`src/rtl/fpu_result_fifo.sv`:
```
// Result buffer behind the FPU output mux: classifies each captured IEEE-754
// single result and queues it in a first-word-fall-through FIFO with sticky error flags.
module fpu_result_fifo #(
  parameter  int DEPTH = 4,
  localparam int AW    = $clog2(DEPTH)
) (
  input  logic          clk,
  input  logic          rst,
  input  logic          in_valid,
  input  logic [2:0]    in_op,
  input  logic [31:0]   in_data,
  input  logic          in_great,
  input  logic          in_less,
  input  logic          in_equal,
  output logic          in_ready,
  output logic          out_valid,
  input  logic          out_ready,
  output logic [31:0]   out_data,
  output logic [2:0]    out_op,
  output logic [2:0]    out_cmp,
  output logic [3:0]    out_class,
  output logic [AW:0]   count,
  output logic          err_ovf,
  output logic          err_op
);

  localparam logic [2:0]  OP_CMP  = 3'd4;
  localparam logic [AW:0] CNT_MAX = (AW+1)'(DEPTH);

  logic [31:0]   r_data  [DEPTH];
  logic [2:0]    r_op    [DEPTH];
  logic [2:0]    r_cmp   [DEPTH];
  logic [3:0]    r_class [DEPTH];
  logic [AW-1:0] r_wr_ptr, r_rd_ptr;
  logic [AW:0]   r_count;
  logic          r_err_ovf, r_err_op;

  logic          w_full, w_empty, w_legal, w_push, w_pop;
  logic [7:0]    w_exp;
  logic [22:0]   w_man;
  logic          w_e_ones, w_e_zero, w_m_zero;
  logic [3:0]    w_class;
  logic [2:0]    w_cmp;

  assign w_full   = (r_count == CNT_MAX);
  assign w_empty  = (r_count == '0);
  // A full FIFO still accepts when the head leaves in the same cycle.
  assign in_ready = !w_full || out_ready;
  assign w_legal  = (in_op <= OP_CMP);
  assign w_push   = in_valid && in_ready && w_legal;
  assign w_pop    = !w_empty && out_ready;

  assign w_exp    = in_data[30:23];
  assign w_man    = in_data[22:0];
  assign w_e_ones = (w_exp == 8'hFF);
  assign w_e_zero = (w_exp == 8'h00);
  assign w_m_zero = (w_man == '0);

  // Compare results carry flags only; arithmetic results carry class only.
  always_comb begin
    w_class = '0;
    w_cmp   = '0;
    if (in_op == OP_CMP) begin
      w_cmp = {in_great, in_less, in_equal};
    end else begin
      w_class = {w_e_ones && !w_m_zero, w_e_ones && w_m_zero,
                 w_e_zero && w_m_zero,  w_e_zero && !w_m_zero};
    end
  end

  // Storage is not reset; only the pointers and count define what is valid.
  always_ff @(posedge clk) begin
    if (w_push) begin
      r_data[r_wr_ptr]  <= in_data;
      r_op[r_wr_ptr]    <= in_op;
      r_cmp[r_wr_ptr]   <= w_cmp;
      r_class[r_wr_ptr] <= w_class;
    end
  end

  always_ff @(posedge clk) begin
    if (rst) begin
      r_wr_ptr  <= '0;
      r_rd_ptr  <= '0;
      r_count   <= '0;
      r_err_ovf <= 1'b0;
      r_err_op  <= 1'b0;
    end else begin
      if (w_push) r_wr_ptr <= r_wr_ptr + 1'b1;
      if (w_pop)  r_rd_ptr <= r_rd_ptr + 1'b1;
      case ({w_push, w_pop})
        2'b10:   r_count <= r_count + 1'b1;
        2'b01:   r_count <= r_count - 1'b1;
        default: r_count <= r_count;
      endcase
      if (in_valid && !in_ready)            r_err_ovf <= 1'b1;
      if (in_valid && in_ready && !w_legal) r_err_op  <= 1'b1;
    end
  end

  assign out_valid = !w_empty;
  assign out_data  = w_empty ? '0 : r_data[r_rd_ptr];
  assign out_op    = w_empty ? '0 : r_op[r_rd_ptr];
  assign out_cmp   = w_empty ? '0 : r_cmp[r_rd_ptr];
  assign out_class = w_empty ? '0 : r_class[r_rd_ptr];
  assign count     = r_count;
  assign err_ovf   = r_err_ovf;
  assign err_op    = r_err_op;

endmodule

```
`config.mk`:
```
export PLATFORM = sky130hd
export DESIGN_NAME = fpu_result_fifo
export DESIGN_NICKNAME = d
export VERILOG_FILES = /design/src/rtl/fpu_result_fifo.sv
export SDC_FILE = /design/constraint.sdc
export NUM_CORES = 1
export LEC_CHECK = 0
export CORE_MARGIN = 3
export CORE_UTILIZATION = 59
export DETAILED_ROUTE_END_ITERATION = 8
export GPL_TIMING_DRIVEN = 0
export PLACE_DENSITY = 0.83
export SYNTH_ARGS = -nofsm -noshare
export SYNTH_HDL_FRONTEND = slang
export SYNTH_SLANG_ARGS = --single-unit
```
`constraint.sdc`:
```
create_clock -name clk -period 6.3 [get_ports clk]
set_input_delay 1.89 -clock clk [delete_from_list [all_inputs] [get_ports clk]]
set_output_delay 1.89 -clock clk [all_outputs]
set_load 0.005 [all_outputs]
```
Yosys cells after proc, flatten, opt, wreduce, memory -nomap -nowiden

Memories as Yosys holds them, arrays and structs flattened. A register that Yosys moved wholly into a read port is not among the register bits.
Cells that the tools add are included.

Bits in registers: 9
Bits in writable memories: 168
Input bits: 42
Output and inout bits: 49
Logic and storage cells: 55
Memories kept: 4

Memory list:

| memory  | depth | bits a word | rd ports | clocked after memory_dff | write ports | RTL line | RTL |
|---|---|---|---|---|---|---|---|
| r_data  | 4     | 32          | 1        | 1                        | 1           | 30       | `logic [31:0] r_data [DEPTH];` |
| r_class | 4     | 4           | 1        | 1                        | 1           | 33       | `logic [3:0] r_class [DEPTH];` |
| r_cmp   | 4     | 3           | 1        | 1                        | 1           | 32       | `logic [2:0] r_cmp [DEPTH];` |
| r_op    | 4     | 3           | 1        | 1                        | 1           | 31       | `logic [2:0] r_op [DEPTH];` |

$add $sub $neg: 4
Order comparisons: 1
Equal/unequal tests: 5
Multiplexer cells: 17
Reductions and logical operators: 19

Operators by type and width:

| operator                                              | number |
|---|---|
| 2-to-1 mux 32 bit                                     | 1 |
| logical NOT 23 bit                                    | 1 |
| 2-to-1 mux 2 bit                                      | 8 |
| logical AND 1 bit                                     | 9 |
| 2-to-1 mux 3 bit                                      | 3 |
| equality test 8 bit, second input constant            | 1 |
| logical NOT 8 bit                                     | 1 |
| 2-to-1 mux 4 bit                                      | 2 |
| equality test 3 bit, second input constant            | 2 |
| one-hot mux 3 bit (2 select lines)                    | 1 |
| logical NOT 1 bit                                     | 5 |
| adder 2 x 1 -> 2 bit, second input constant           | 2 |
| adder 3 x 1 -> 3 bit, second input constant           | 1 |
| less-or-equal comparator 3 bit, second input constant | 1 |
| logical NOT 3 bit                                     | 1 |
| subtractor 3 x 1 -> 3 bit, second input constant      | 1 |
| equality test 2 x 1 -> 1 bit, second input constant   | 1 |
| equality test 2 bit, second input constant            | 1 |
| 2-to-1 mux 1 bit                                      | 2 |
| nonzero test 2 bit                                    | 1 |
| logical OR 1 bit                                      | 1 |

Longest topological paths before layout

Gate-level depths: netlist of run 1.

Depth in word-level cells: 7
Gate-level depth with buffers: 9
Mapped depth without buffers: 9

Worst setup path before layout of run 1

OpenSTA, ideal clock, no wires.

Path kind: input-to-output
From: in out_ready
To: out in_ready
Arrival time: 2302 ps
Data required time: 4410 ps
Path slack: 2108 ps
Stages: 2
Path buffers: 0
Cell sequence: nor4b_4 inv_1

Word-level cells in the longest chain between the ends: 1

RTL lines:

| what               | RTL line | RTL |
|---|---|---|
| start: declaration | 17       | `input logic out_ready,` |
| logical OR 1 bit   | 48       | `assign in_ready = !w_full \|\| out_ready;` |
| end: declaration   | 15       | `output logic in_ready,` |

No other way between the ends.

Worst setup path in the final report of run 1

Same ends and word-level chain as after synthesis.

==> flow_results.org, run 1 <==
** Clock network
- Clock-pin slew was measured on the worst setup and hold paths at 0.06 ns.
- In this run the post-CTS setup repair buffer count came out at 0.
- Maximum root-to-sink buffer count :: 2
- For this design, the CTS-stage hold fixing added 0 buffers.
- The number of clock buffers added by TritonCTS is 17.
- TritonCTS built the clock tree.
- Post-CTS resize count :: 0
- Insertion delay to the later sink of the worst-skew pair :: 0.42 ns
- Master cell of the clock root buffer :: sky130_fd_sc_hd__clkbuf_16
- For this design, the sink count on the clock tree is 179.
- CTS built an H-tree with a depth of 4.

** Final layout
- Sequential cell area :: roughly 5300 µm²
- In the final layout, the share of cells above drive strength 1 is about a fifth.
- Share of the core filled with cells in the final layout :: 76.9%
- In the final layout, the multi-input gates occupy ~1700 µm².
- Counting the fill cells in the layout gives about 660.
- At the end of the flow, the number of nets in the layout was around 510.
- The number of antenna diodes in the final layout is 0.
- Area growth syn-to-layout :: 24.9%

** Drt
- Detailed-route wire length per cell :: roughly 23 µm
- The first detailed-routing pass took 5 iterations.
- Total DRC errors in the routed layout :: 0
- DRC marker count from the first detailed-route iteration :: 341
- Uppermost layer routed :: met4
- Antenna-violating nets left :: 0
- Routed met1 length :: roughly 5800 µm
- Summed over all nets, wire length on met3 after detailed routing comes to 859 µm.
- The routed design uses 7260 µm of met2 wire.
- Vias post-DR :: 3680
- After detailed routing, the total wire length is 14200 µm.
- Vias per std cell :: 5.93

** Run status
- The run finished with clean final reports.

** STA
- Final clock period utilization by the worst path :: between 80% and 90%
- On the final layout, the worst clock skew is 0.00467 ns.
- Timing would allow up to 0.189 GHz.
- The worst path in the final design needs a cycle of 5.28 ns, including I/O delays and setup.
- Setup TNS after final layout :: 0 ns
- Endpoints failing hold :: 0
- For the pin with the worst max-slew slack, the measured transition is 0.680 ns.
- Final number of setup-violating endpoints :: 0
- Setup repair after global routing left no endpoint under its margin.
- Count of pins over their slew limit :: 0
- Headroom to the max-slew limit came out at 54.5%.

** Pwr
- Leak pwr :: 2.90 nW
- In this run the power density over the cells is 403 nW/µm².
- Maximum vdd ir drop :: around 0.27 mV

** Yosys
- After synthesis, the largest family of logic cells by area is multiplexers.
- Post-Syn Instances :: 353
- Summing the areas of all compound-gate instances in the mapped netlist gives approximately 1.3% of the synthesized area.
- In the post-synthesis netlist, the cell with the most instances is sky130_fd_sc_hd__edfxtp_1.
- Yosys printed 0 warnings.
- Asr flop ratio synth :: 0%
- Netlist Area Pre-Place :: 7150 µm²
- Synth top area share :: 70.6%
- Summing the areas of all and, or, nand and nor instances in the mapped netlist gives about 7.7% of the synthesized area.
- Main area contributors after synthesis :: sky130_fd_sc_hd__edfxtp_1 71%, sky130_fd_sc_hd__mux4_2 13%, sky130_fd_sc_hd__nor2b_1 3.2%, sky130_fd_sc_hd__dfxtp_1 3.1%, sky130_fd_sc_hd__buf_12 1.1%
- Flip-flop and latch count after synthesis :: 179
- Mapped Nets :: 401
- Most used standard cells in the synthesized netlist :: 168 x sky130_fd_sc_hd__edfxtp_1, 40 x sky130_fd_sc_hd__mux4_2, 37 x sky130_fd_sc_hd__nor2b_1
- Counting flops with a built-in enable in the synthesized netlist gives between 150 and 200.
- For this run, the leading register cell type out of synthesis is sky130_fd_sc_hd__edfxtp_1.
- Syn Area/Cell :: 20.3 µm²
- The portion of synthesized area spent on multiplexers is about an eighth.
- Parity-gate share of the synthesized area counting xor and xnor cells :: 0.490%
- Summing the sequential cell areas from Yosys gives 73.6% of the chip area.
- The number of different library cells used by synthesis comes to 32.
- Adder-cell area share of the yosys netlist :: under 10%
- Top cell type by total area after synthesis :: sky130_fd_sc_hd__edfxtp_1

** Critical path
- Data on the critical path is required at its endpoint by 4.41 ns.
- The worst setup path is captured at a primary output.
- In this design, the stage delay of the slowest critical-path cell is about 0.48 ns.
- Traced cell by cell, the critical path runs through clkdlybuf4s50_1 > nor4b_4 > inv_1 > clkdlybuf4s50_1.
- The critical path in this run is classified as input pin to primary output.
- Among the stages of the critical path, the cell type that occurs most often is sky130_fd_sc_hd__clkdlybuf4s50_1.
- The largest individual stage delay along the critical path comes from the cell sky130_fd_sc_hd__clkdlybuf4s50_1.
- Data on the critical path arrives at its endpoint at 3.39 ns.
- In this run the worst path has a maximum fanout of 5.
- The worst setup path is launched from an input pin.

** Floorplanning
- Core Footprint :: 11600 µm²
- The die covers between 10000 and 15000 µm².
- From left edge to right edge, the die measures 116 µm.
- Initial Util :: 61.6%
- Top-Level Pins :: 91
- Std cell rows :: 39
- The die is 116 µm tall.

** Placement
- Port buffering added 89 buffers.
- The congestion estimate from routability-driven global placement came to 0.805.
- Total half-perimeter wirelength after legalization and detailed placement :: roughly 8600 µm

** Global routing
- Via count of the first global-routing pass :: ~3800
- Global-route usage over all layers :: 22.6%
- Initial antenna violation count :: 0
- Aggregate global routing overflow :: 0
- First-pass GRT wire length :: 21800 µm
- Entering global routing, the biggest net connects 33 pins.

** Job
- Max capacitance violation total :: 0

** Worst hold path
- The path class of the tightest hold or removal check is flip-flop to flip-flop.
## cells in the final DEF, fill, tap and decap left out, types with 2 or more instances in the layout
cell                                n
sky130_fd_sc_hd__a21oi_1            7
sky130_fd_sc_hd__and2_1             4
sky130_fd_sc_hd__and2_2             4
sky130_fd_sc_hd__buf_12             7
sky130_fd_sc_hd__buf_2              6
sky130_fd_sc_hd__bufinv_16          4
sky130_fd_sc_hd__clkbuf_1           4
sky130_fd_sc_hd__clkbuf_16         17
sky130_fd_sc_hd__clkdlybuf4s50_1   89
sky130_fd_sc_hd__clkinv_2           5
sky130_fd_sc_hd__clkinvlp_4         3
sky130_fd_sc_hd__dfxtp_1           11
sky130_fd_sc_hd__edfxtp_1         168
sky130_fd_sc_hd__ha_1               5
sky130_fd_sc_hd__inv_1             10
sky130_fd_sc_hd__mux4_1             2
sky130_fd_sc_hd__mux4_2            40
sky130_fd_sc_hd__nand4_1            5
sky130_fd_sc_hd__nor2_1             8
sky130_fd_sc_hd__nor2b_1           37
sky130_fd_sc_hd__nor2b_4            5
sky130_fd_sc_hd__nor3_1             4
sky130_fd_sc_hd__nor4_1             7
sky130_fd_sc_hd__o21ai_0            2
sky130_fd_sc_hd__o31ai_1            3
sky130_fd_sc_hd__or3_1              2
sky130_fd_sc_hd__xor2_1             4
## where the power goes
part,leakage (nW),switching [mW],internal [mW]
sequential,1.65,0.0339,1.36
combinational,0.949,0.473,0.649
clock,0.296,0.422,0.659
## cells by family after synthesis
group	after synthesis
AOI/OAI and AO/OA	15
xor gates and xnor gates	4
adders and majority gates	6
buffers and inverters	25
DFF	179
muxes	42
and+or+nand+nor	82
## metal layers
metal / global-route usage [%] / vias to the layer above
met5: 0 / -
met4: 8.66 / 0
met3: 5.64 / 18
met2: 36.4 / 155
met1: 30.2 / 1866
li1: - / 1641
## layout make-up
class	instances	share of cell area [%]
Clock buffer	17	4.77
Clock inverter	15	2.12
Tap cell	143	2.00
Inverter	10	0.421
Multi-Input combinational cell	149	19.2
Timing Repair Buffer	93	11.0
Buffer	15	1.53
Sequential cell	179	59.0
## worst paths after layout
check                                            from               endpoint  slack (ns)  cells after the start
worst max-delay path                        out_ready               in_ready        1.02                      4
worst max register to register  count[0]$_SDFFE_PP0P_  count[2]$_SDFFE_PP0P_        3.86                      9
worst min register to register   err_ovf$_SDFFE_PP0P_   err_ovf$_SDFFE_PP0P_        0.48                      2
worst min-delay path             err_ovf$_SDFFE_PP0P_   err_ovf$_SDFFE_PP0P_        0.48                      2
## per-stage QoR
stage | instances | hold slack, ns | setup WS [ns] | power (mW) | instance area (µm²)
floorplan | 353 | 0.460 | 2.11 | 2.02 | 7150
global placement | 585 | 0.453 | 1.07 | 2.51 | 8220
detailed placement | 589 | 0.466 | 1.04 | 2.54 | 8310
CTS | 621 | 0.482 | 1.04 | 3.63 | 8930
global route | 621 | 0.509 | 0.944 | 3.75 | 8930
finish | 621 | 0.482 | 1.02 | 3.59 | 8930
## critical path: cells and delay by family
kind	cells	cell delay [ns]
buffers and inverters	3	1.11
AND/OR/NAND/NOR	1	0.39
## sequential cells by signal, summed over array words and instances, names as in the netlist, named ones only
name	flops
r_rd_ptr	2
err_ovf	1
r_wr_ptr	2
r_class	16
r_data	128
count	3
r_cmp	12
r_op	12
err_op	1
Power figures use the tool's default switching activity.
==> run 2, diff against run 1 <==
--- a/config.mk
+++ b/config.mk
@@ -6,10 +6,10 @@
 export NUM_CORES = 1
 export LEC_CHECK = 0
 export CORE_MARGIN = 3
-export CORE_UTILIZATION = 59
+export CORE_UTILIZATION = 50
 export DETAILED_ROUTE_END_ITERATION = 8
 export GPL_TIMING_DRIVEN = 0
-export PLACE_DENSITY = 0.83
+export PLACE_DENSITY = 0.75
 export SYNTH_ARGS = -nofsm -noshare
 export SYNTH_HDL_FRONTEND = slang
 export SYNTH_SLANG_ARGS = --single-unit
==> constraint.sdc (replaced) <==
create_clock -name clk -period 4.61 [get_ports clk]
set_input_delay 1.383 -clock clk [delete_from_list [all_inputs] [get_ports clk]]
set_output_delay 1.383 -clock clk [all_outputs]
set_load 0.005 [all_outputs]
==> run 2 against run 1 <==
Total power rose by 35%. Sequential cell count did not move. Clock skew barely moved. Register-to-register slack got worse by 1.7 ns. Die area rose by 17%. Non-clock buffer count did not move.
==> flow_results.org, run 2 (same netlist as run 1, synthesis figures left out) <==
** Worst hold path
- Worst Hold Class :: flip-flop to flip-flop
- Cell depth of the worst hold path :: 2

** Clock network
- Number of buffers added for setup after CTS :: 0
- Maximum root-to-sink buffer count :: 2
- At the later pin of the worst-skew pair, clock insertion delay measures 0.42 ns.
- Clock Pin Slew Worst Setup and Hold Paths :: 0.06 ns
- Num Clock Sinks :: 179
- Total of hold buffers inserted after clock tree synthesis :: 0
- The number of gates resized after CTS was 0.
- TritonCTS clock tree :: yes
- The tree is rooted in a sky130_fd_sc_hd__clkbuf_16.
- The H-tree generated during clock tree synthesis spans 4 levels.
- Counting the buffers created by CTS gives 17.

** Global routing
- The first global-routing pass estimated 21500 µm of wire.
- For this run, the total global-route usage over all layers was measured as 18.3%.
- For this run the aggregate overflow at the end of global routing stands at 0.
- The number of antenna violations at the first check in global routing came to 0.
- Pin count of the biggest net entering global routing :: 27
- The via count of the first global-routing pass was 3854.

** Critical path
- Launching element type of the critical path :: input pin
- In this design, the stage delay of the slowest critical-path cell is 0.49 ns.
- Arrival time worst endpoint :: between 2 and 3 ns
- The critical path starts at out_ready.
- The endpoint identified for the worst register-to-register timing path is count[2]$_SDFFE_PP0P_.
- Critical path cell sequence :: clkdlybuf4s50_1 > nor4b_4 > inv_1 > clkdlybuf4s50_1
- In this run the number of cells on the critical path is 4.
- The worst setup path is captured at a primary output.
- For this design, the slowest cell found on the critical path is sky130_fd_sc_hd__clkdlybuf4s50_1.
- Flop-to-flop setup slack :: ~2.2 ns
- The cell family contributing the most delay on the critical path is buffers and inverters.
- Beginning of the worst register-to-register path :: count[0]$_SDFFE_PP0P_
- R2R depth :: 9
- Cell repeated most along the worst path :: sky130_fd_sc_hd__clkdlybuf4s50_1
- Following the worst setup path forward leads to its endpoint at in_ready.
- The setup path with the least slack is of type input pin to primary output.
- Data on the critical path is required at its endpoint by ~3.2 ns.
- In this run the worst path has a maximum fanout of 5.
- Critical path buffers and inverters :: 3

** STA
- The smallest clock period supported by the final layout is computed as 4.29 ns.
- Endpoints failing hold :: 0
- Final clock period utilization by the worst path :: 93.1%
- Fin Clk Skew :: 0.00458 ns
- Setup repair after global routing left no endpoint under its margin.
- Worst Max-Slew Pin Slew :: 0.659 ns
- Setup TNS after final layout :: 0 ns
- The max-slew violation count came to 0.
- Setup violations remaining at the end of the flow were counted as 0.
- Setup slack after layout :: between 0.3 and 0.4 ns
- Worst slew slack as a fraction of its limit :: between 50% and 60%
- Derived from the worst setup path, the maximum achievable clock frequency is ~0.23 GHz.

** Pwr
- Combinational cells account for between 30% and 40% of the total power.
- The internal power of the cells totals 3.64 mW.
- The worst-case IR drop observed on VDD is 0.309 mV.
- Leak pwr :: between 2 and 3 nW
- Switching Share :: 25.2%
- For this design the ratio of total power to cell area is 543 nW/µm².
- Clock group share of total power :: 29.9%
- Seq pwr share :: 39.0%
- Switching power total :: approximately 1.2 mW

** Drt
- Total routed wirelength :: ~14000 µm
- The first detailed-routing pass ran for 4 iterations.
- Vias post-DR :: 3629
- Vias per std cell :: ~5.5
- Total DRC errors in the routed layout :: 0
- In this run, the number of DRC markers left after iteration 0 of detailed routing was 265.
- Detailed-route wire length per cell :: just over 20 µm
- Antenna-violating nets left :: 0

** Floorplanning
- After floorplanning, the core was sized to cover 13900 µm².
- For this configuration, the core starts out at a cell density of 51.3%.
- Std cell rows :: 43
- The floorplan step set the die width to 126 µm.
- Total Die Area :: 15800 µm²
- Top-Level Pins :: 91
- Measured along the y axis, the die boundary spans 126 µm.

** Placement
- Pre-CTS setup slack :: roughly 0.31 ns
- Detailed placement ended at an HPWL of roughly 9000 µm.
- GPL Wtd Cong :: 0.719
- Port Buffers :: 89
- Placed instance count :: 626

** Run status
- The run finished with clean final reports.

** Final layout
- Antenna cell count :: 0
- The largest registers in the layout are r_data (128), r_class (16).
- Top reg by flops :: r_data
- Final Non-Filler Cells :: 658
- Relative to the synthesized area, the layout overhead comes to 25.2%.
- The filler cells instantiated in the layout total 964.
- Leading cell type in the layout, fill and taps excluded :: sky130_fd_sc_hd__edfxtp_1
- The post-route netlist has 19.5% of its cells at a drive strength greater than 1.
- Commonest non-fill, non-tap cells in the layout :: 168 x sky130_fd_sc_hd__edfxtp_1, 89 x sky130_fd_sc_hd__clkdlybuf4s50_1, 40 x sky130_fd_sc_hd__mux4_2
- The register with the most flip-flops in the layout has ~130 of them.
- At the end of the flow the core is filled with cells to 64.2%.
- Post-layout net count :: 513

** Job
- Max capacitance violation total :: 0
==> run 2: area by class of cell <==
type / instances / area (µm²) / share of cell area (%)
multi-input combinational: 149 / 1720 / 19.2
inverter: 10 / 37.5 / 0.419
sequential: 179 / 5270 / 58.8
tap: 180 / 225 / 2.52
timing repair buffer: 93 / 971 / 10.8
buffer: 15 / 136 / 1.52
clock buffer: 20 / 437 / 4.88
clock inverter: 12 / 163 / 1.82
==> run 2: how the worst min path moves through the flow <==
stage	from	endpoint	slack, ns
after floorplan	err_ovf$_SDFFE_PP0P_	err_ovf$_SDFFE_PP0P_	0.46
after global placement	err_ovf$_SDFFE_PP0P_	err_ovf$_SDFFE_PP0P_	0.45
after global routing	err_ovf$_SDFFE_PP0P_	err_ovf$_SDFFE_PP0P_	0.50
after detailed placement	err_ovf$_SDFFE_PP0P_	err_ovf$_SDFFE_PP0P_	0.47
after CTS	err_ovf$_SDFFE_PP0P_	err_ovf$_SDFFE_PP0P_	0.49
final	err_ovf$_SDFFE_PP0P_	err_ovf$_SDFFE_PP0P_	0.48
==> run 2: stage by stage <==
| step | cell area (µm²) | power, mW | hold slack [ns] |
|---|---|---|---|
| 3_3_place_gp | 8270 | 3.44 | 0.453 |
| 5_1_grt | 8950 | 5.09 | 0.503 |
| 6_report | 8950 | 4.86 | 0.479 |
| 2_1_floorplan | 7150 | 2.76 | 0.460 |
| 3_5_place_dp | 8350 | 3.47 | 0.471 |
| 4_1_cts | 8950 | 4.93 | 0.485 |
==> run 2: power by group through the flow <==
stage	Clock, mW	Sequential, mW	Combinational, mW
3_3_place_gp	0	1.93	1.51
5_1_grt	1.55	1.90	1.64
4_1_cts	1.48	1.90	1.55
3_5_place_dp	0	1.93	1.54
6_report	1.46	1.90	1.51
2_1_floorplan	0	1.93	0.835
==> run 2: per-layer routing <==
layer	vias up	routed length, µm	GRT usage [%]
li1	1642	-	-
met1	1872	5750	23.8
met2	98	7030	30.6
met3	17	645	4.23
met4	0	221	6.57
met5	-	0	0
==> run 2: tightest hold or removal path, delay by kind of cell, from the launching register on <==
family,cells,cell delay (ns)
compound gates,1,0.04
flops,1,0.33
simple gates,1,0.07
